**config.mk**
```make
export PLATFORM = sky130hd
export DESIGN_NAME = cim_bank_wr_ctrl
export DESIGN_NICKNAME = d
export VERILOG_FILES = /design/src/rtl/cim_pkg.sv /design/src/rtl/cim_bank_wr_ctrl.sv
export SDC_FILE = /design/constraint.sdc
export NUM_CORES = 1
export LEC_CHECK = 0
export ABC_AREA = 1
export CORE_MARGIN = 3
export CORE_UTILIZATION = 44
export DETAILED_ROUTE_END_ITERATION = 12
export PLACE_DENSITY = 0.79
export SKIP_CTS_REPAIR_TIMING = 1
export SYNTH_ARGS = -nofsm -noshare
export SYNTH_HDL_FRONTEND = slang
export SYNTH_SLANG_ARGS = --single-unit
export TNS_END_PERCENT = 20
```
**constraint.sdc**
```tcl
create_clock -name clk -period 1.6 [get_ports clk]
set_input_delay 0.24 -clock clk [delete_from_list [all_inputs] [get_ports clk]]
set_output_delay 0.24 -clock clk [all_outputs]
set_load 0.005 [all_outputs]
```
**src/rtl/cim_pkg.sv**
```systemverilog
// Shared types and helpers for the cim_bank write controller.
// Row count, half-word width, FSM state encoding and the row one-hot decode.
package cim_pkg;

  localparam int unsigned CIM_ROWS     = 8;
  localparam int unsigned CIM_HALF_W   = 12;
  localparam int unsigned CIM_MAX_ROWS = 64;

  typedef enum logic [2:0] {
    IDLE,
    LOAD,
    SETUP,
    STROBE,
    HOLD,
    DONE
  } cim_state_e;

  // Wide one-hot; callers truncate to their own row count.
  function automatic logic [CIM_MAX_ROWS-1:0] row_onehot(input int unsigned row);
    row_onehot = CIM_MAX_ROWS'(1) << row;
  endfunction

endpackage

```
**src/rtl/cim_bank_wr_ctrl.sv**
```systemverilog
// Weight-load sequencer for one cim_bank: command + word stream in, D and one-hot WA strobe out.
// Optional bank readback check is enabled with `define CIM_WR_READBACK_EN.
module cim_bank_wr_ctrl
  import cim_pkg::*;
#(
  parameter int unsigned ROWS      = CIM_ROWS,
  parameter int unsigned HALF_W    = CIM_HALF_W,
  parameter int unsigned SETUP_CYC = 1,
  parameter int unsigned HOLD_CYC  = 1
) (
  input  logic                      clk,
  input  logic                      rst,
  input  logic                      cmd_valid,
  output logic                      cmd_ready,
  input  logic [$clog2(ROWS)-1:0]   cmd_row,
  input  logic [$clog2(ROWS):0]     cmd_len,
  input  logic                      wr_valid,
  output logic                      wr_ready,
  input  logic [2*HALF_W-1:0]       wr_data,
  output logic [2*HALF_W-1:0]       D,
  output logic [ROWS-1:0]           WA,
  output logic                      busy,
  output logic                      done,
  output logic                      err
`ifdef CIM_WR_READBACK_EN
  ,
  input  logic [ROWS*HALF_W-1:0]    wb_a_in,
  input  logic [ROWS*HALF_W-1:0]    wb_b_in,
  output logic                      rb_err
`endif
);

  localparam int unsigned DATA_W = 2 * HALF_W;
  localparam int unsigned ROW_W  = $clog2(ROWS);
  localparam int unsigned LEN_W  = ROW_W + 1;
  localparam int unsigned PH_MAX = (SETUP_CYC > HOLD_CYC) ? SETUP_CYC : HOLD_CYC;
  localparam int unsigned PH_W   = $clog2(PH_MAX + 1);

  cim_state_e          state_q, state_d;
  logic [ROW_W-1:0]    row_q, row_d;
  logic [LEN_W-1:0]    rem_q, rem_d;
  logic [PH_W-1:0]     phase_q, phase_d;
  logic [DATA_W-1:0]   d_q, d_d;
  logic [ROWS-1:0]     wa_q, wa_d;
  logic                done_q, done_d;
  logic                err_q, err_d;
  logic                busy_q, busy_d;
  logic                cmd_ready_q, cmd_ready_d;
  logic                wr_ready_q, wr_ready_d;

  logic cmd_len_bad_c;
  logic cmd_acc_c;
  logic cmd_rej_c;
  logic wr_hs_c;
  logic setup_last_c;
  logic hold_last_c;

  assign cmd_len_bad_c = (cmd_len > LEN_W'(ROWS));
  assign cmd_acc_c     = (state_q == IDLE) && cmd_valid && !cmd_len_bad_c;
  assign cmd_rej_c     = (state_q == IDLE) && cmd_valid && cmd_len_bad_c;
  assign wr_hs_c       = (state_q == LOAD) && wr_valid;
  assign setup_last_c  = (state_q == SETUP) && (phase_q == PH_W'(SETUP_CYC - 1));
  assign hold_last_c   = (state_q == HOLD) && (phase_q == PH_W'(HOLD_CYC - 1));

  // State register
  always_ff @(posedge clk) begin
    if (rst) begin
      state_q <= IDLE;
    end else begin
      state_q <= state_d;
    end
  end

  // Next-state logic
  always_comb begin
    state_d = state_q;
    unique case (state_q)
      IDLE: begin
        if (cmd_acc_c) begin
          state_d = (cmd_len == '0) ? DONE : LOAD;
        end
      end
      LOAD: begin
        if (wr_hs_c) begin
          state_d = SETUP;
        end
      end
      SETUP: begin
        if (setup_last_c) begin
          state_d = STROBE;
        end
      end
      STROBE: state_d = HOLD;
      HOLD: begin
        if (hold_last_c) begin
          state_d = (rem_q == LEN_W'(1)) ? DONE : LOAD;
        end
      end
      DONE:    state_d = IDLE;
      default: state_d = IDLE;
    endcase
  end

  // Output and datapath next values; WA/busy/ready are decoded from the next state so they align with it
  always_comb begin
    row_d       = row_q;
    rem_d       = rem_q;
    phase_d     = phase_q;
    d_d         = d_q;
    wa_d        = '0;
    done_d      = (state_q == DONE);
    err_d       = cmd_rej_c;
    busy_d      = (state_d != IDLE);
    cmd_ready_d = (state_d == IDLE);
    wr_ready_d  = (state_d == LOAD);

    if (cmd_acc_c) begin
      row_d = cmd_row;
      rem_d = cmd_len;
    end
    if (wr_hs_c) begin
      d_d     = wr_data;
      phase_d = '0;
    end
    if (state_q == SETUP) begin
      phase_d = setup_last_c ? '0 : phase_q + PH_W'(1);
    end
    if (state_q == HOLD) begin
      phase_d = phase_q + PH_W'(1);
      if (hold_last_c) begin
        phase_d = '0;
        rem_d   = rem_q - LEN_W'(1);
        row_d   = (row_q == ROW_W'(ROWS - 1)) ? '0 : row_q + ROW_W'(1);
      end
    end
    if (state_d == STROBE) begin
      wa_d = ROWS'(row_onehot(32'(row_q)));
    end
  end

  // Datapath and output registers
  always_ff @(posedge clk) begin
    if (rst) begin
      row_q       <= '0;
      rem_q       <= '0;
      phase_q     <= '0;
      d_q         <= '0;
      wa_q        <= '0;
      done_q      <= 1'b0;
      err_q       <= 1'b0;
      busy_q      <= 1'b0;
      cmd_ready_q <= 1'b1;
      wr_ready_q  <= 1'b0;
    end else begin
      row_q       <= row_d;
      rem_q       <= rem_d;
      phase_q     <= phase_d;
      d_q         <= d_d;
      wa_q        <= wa_d;
      done_q      <= done_d;
      err_q       <= err_d;
      busy_q      <= busy_d;
      cmd_ready_q <= cmd_ready_d;
      wr_ready_q  <= wr_ready_d;
    end
  end

  assign D         = d_q;
  assign WA        = wa_q;
  assign done      = done_q;
  assign err       = err_q;
  assign busy      = busy_q;
  assign cmd_ready = cmd_ready_q;
  assign wr_ready  = wr_ready_q;

`ifdef CIM_WR_READBACK_EN
  localparam int unsigned BANK_W = ROWS * HALF_W;
  localparam int unsigned BIDX_W = $clog2(BANK_W);

  logic [BIDX_W-1:0] rb_base_c;
  logic              rb_mismatch_c;
  logic              rb_err_q, rb_err_d;

  // Compare the bank's view of the just-strobed row against D in the first hold cycle
  assign rb_base_c     = BIDX_W'(32'(row_q) * HALF_W);
  assign rb_mismatch_c = (state_q == HOLD) && (phase_q == '0) &&
                         ({wb_a_in[rb_base_c +: HALF_W], wb_b_in[rb_base_c +: HALF_W]} != d_q);

  always_comb begin
    rb_err_d = rb_err_q;
    if (cmd_acc_c) begin
      rb_err_d = 1'b0;
    end else if (rb_mismatch_c) begin
      rb_err_d = 1'b1;
    end
  end

  always_ff @(posedge clk) begin
    if (rst) begin
      rb_err_q <= 1'b0;
    end else begin
      rb_err_q <= rb_err_d;
    end
  end

  assign rb_err = rb_err_q;
`endif

endmodule
```
==> reports/summary.txt <==
HP Class: register to register
met2 Use GR: 23.8%
Synth Area in Simple Gates: 19.6%
Layout Nets: 372
kind of critical path: register to output port
GRT met3 Usage: 2.33%
commonest non-fill, non-tap cell in the layout: clkdlybuf4s50_1
H-tree Lvls: 2
final core occ: 65.5%
clock root buffer: clkbuf_8
DP HPWL: 3.16 mm
actual slew at the worst max-slew pin: 302 ps
Net Count, Synth: 301
relative slew slack: 79.9%
Layout Cells excl Fill: 383
Worst-path clk slew: 80 ps
CTS max path bufs: 2
largest net degree at the start of global routing: 49
total CTS buffers: 5
Pre-antenna DRT Iters: 4
fmax: 707 MHz
Lkg Pwr: 1.20 nW
reg-to-reg startpoint: state_q[0]$_SDFF_PP0_
setup violators final: 0
Post-Syn Instances: 259
clock sink count: 48
Routed Antenna Nets: 0
die height: 73.7 um
WL per Instance: 11.3 um
Starting Density: 46.1%
pwr/cell area: 916 nW/um^2
Tcrit/Tclk final: 88.4%
hold depth: 2
CP startpoint kind: register
R2R depth: 5
Slew Limit Fails: 0
Cells after DPL: 375
Top FF cell, synth: dfxtp_1
port bufs: 71
post-route cell area: 2870 sq um
XOR/XNOR Fraction of Synth Area: 0.434%
Worst Hold End: D[13]$_SDFFE_PP0P_
Yosys reg bits: 48
worst skew pair latency: 290 ps
synthesized area per cell: 7.80 sq um
final WL: 4.33 mm
Distinct cells, synth: 29
hold_sp: D[13]$_SDFFE_PP0P_
placed instance area: 2760 sq um
die area: 5440 sq um
final hold violations: 0
Buf/Inv on CP: 1
crit path capture type: output port
detail-routed via count per cell: 4.68
fraction of synthesized area in multiplexers: 0%
GR Overflow Total: 0
Tot GR Track Use: 16.2%
Crit path largest cell delay: 540 ps
row count: 24
initial antenna violation count: 0
critical path's slowest cell: clkdlybuf4s50_1
Synth top area share: 47.6%
fillers: 396
DR vias: 1794
Synth warnings: 0
reg2reg setup slack: 250 ps
Post-synth ARST share: 0%
Iter 0 DRT Violations: 89
Mapped Area: 2020 sq um
most frequent cells in the layout: 71 x clkdlybuf4s50_1, 50 x inv_1, 48 x dfxtp_1
gp weighted congestion: 0.753
Tmin final: 1410 ps
Diodes inserted: 0
critical path's top delay family: buffers and inverters
setup TNS: 0 ps
worst-path cell chain: clkdlybuf4s50_1
maximum vdd drop: 0.518 mV
Sequential Area: 961 sq um
largest family of logic cells by synthesized area: simple AND/OR/NAND/NOR gates
Die X-Extent: 73.7 um
Crit Path Max Fanout: 2
RSZ-0062 raised after global routing: no
drt drc: 0
core area: 4380 sq um
Max-Cap Viols: 0
TritonCTS clock tree: built
Layout area overhead: 42.2%
Adder-Cell Fraction of Synth Area: 4.34%
EDFF count, synth: 0
fraction of layout cells with a size suffix above 1: 6.34%
Multi-input gate area: 781 sq um
R2R Path End: busy$_SDFF_PP0_
vias in the first global route: 1520
overall power: 2.63 mW
run status: completed
top post-synthesis cells by area: dfxtp_1 48%, inv_1 9.3%, o21ai_0 6.7%
Clock Skews: 4.82 ps
# IOs: 72
Synth area leader: dfxtp_1
Synth Area in Compound Gates: 14.3%
busiest grt layer: met2
WP data required: 1360 ps
Seq/Total Area, Yosys: 47.6%
M1 GR Usage: 23.8%
global-route wire length before repair: 6.96 mm
CP arrival: 1170 ps
[cell type report]
type / instances / area share (%)
multi-input combinational: 148 / 27.2
tap: 52 / 2.27
clock buffer: 6 / 2.53
clock inverter: 2 / 1.22
sequential: 48 / 33.5
inverter: 53 / 6.93
timing repair buffer: 74 / 26.4
[cells by family after synthesis]
group,Yosys count
xor gates and xnor gates,1
AOI/OAI and AO/OA,56
DFF,48
adders and majority gates,7
buffers and inverters,63
and+or+nand+nor,84
[worst reg2reg max path, stage by stage (launching register included)]
cell	delay, ps
dfxtp_1	500
nor2_2	90
nand3_2	200
nand3_1	160
o21ai_2	190
nand3_1	100
[metrics by stage]
| stage | worst slack (ps) | hold WS [ps] |
|---|---|---|
| after CTS | 176 | 447 |
| after detailed placement | -10.7 | 434 |
| after global placement | 62.8 | 430 |
| after floorplan | 394 | 318 |
| final | 186 | 443 |
| after global routing | 146 | 463 |
[synthesized netlist by cell type (2+ instances only)]
library cell / count
nand2_1: 29
clkbuf_1: 2
buf_2: 2
o21ai_0: 27
inv_1: 50
nor2_1: 19
dfxtp_1: 48
buf_6: 5
nand3_1: 23
ha_1: 7
nand3_2: 2
a21oi_1: 25
nor2_2: 2
nand3b_1: 2
inv_2: 2
[routing by layer]
metal  share of wire (%)  wire length (um)
met1                  48              2090
met2                  45              1970
met3                 4.9               213
met4                 1.4                61
met5                   0                 0
[power breakdown]
part | internal [mW] | total, mW | switching [mW]
Clock | 0.464 | 0.857 | 0.393
Sequential | 1.27 | 1.31 | 0.0475
Combinational | 0.258 | 0.458 | 0.200
Total | 1.99 | 2.63 | 0.640
[sequential cells by signal, summed over array words and instances (netlist names), 3 cells and up]
name and cells:
D 24, rem_q 4, row_q 3, state_q 3, WA 8
[worst max-delay path by stage]
stage,to,from,cells after the start
6_report,D[12],D[12]$_SDFFE_PP0P_,1
4_1_cts,D[12],D[12]$_SDFFE_PP0P_,1
2_1_floorplan,row_q[2]$_SDFF_PP0_,row_q[0]$_SDFF_PP0_,5
3_3_place_gp,busy$_SDFF_PP0_,cmd_len[1],8
3_5_place_dp,busy$_SDFF_PP0_,cmd_len[1],8
5_1_grt,D[12],D[12]$_SDFFE_PP0P_,1
Power figures use the tool's default switching activity.
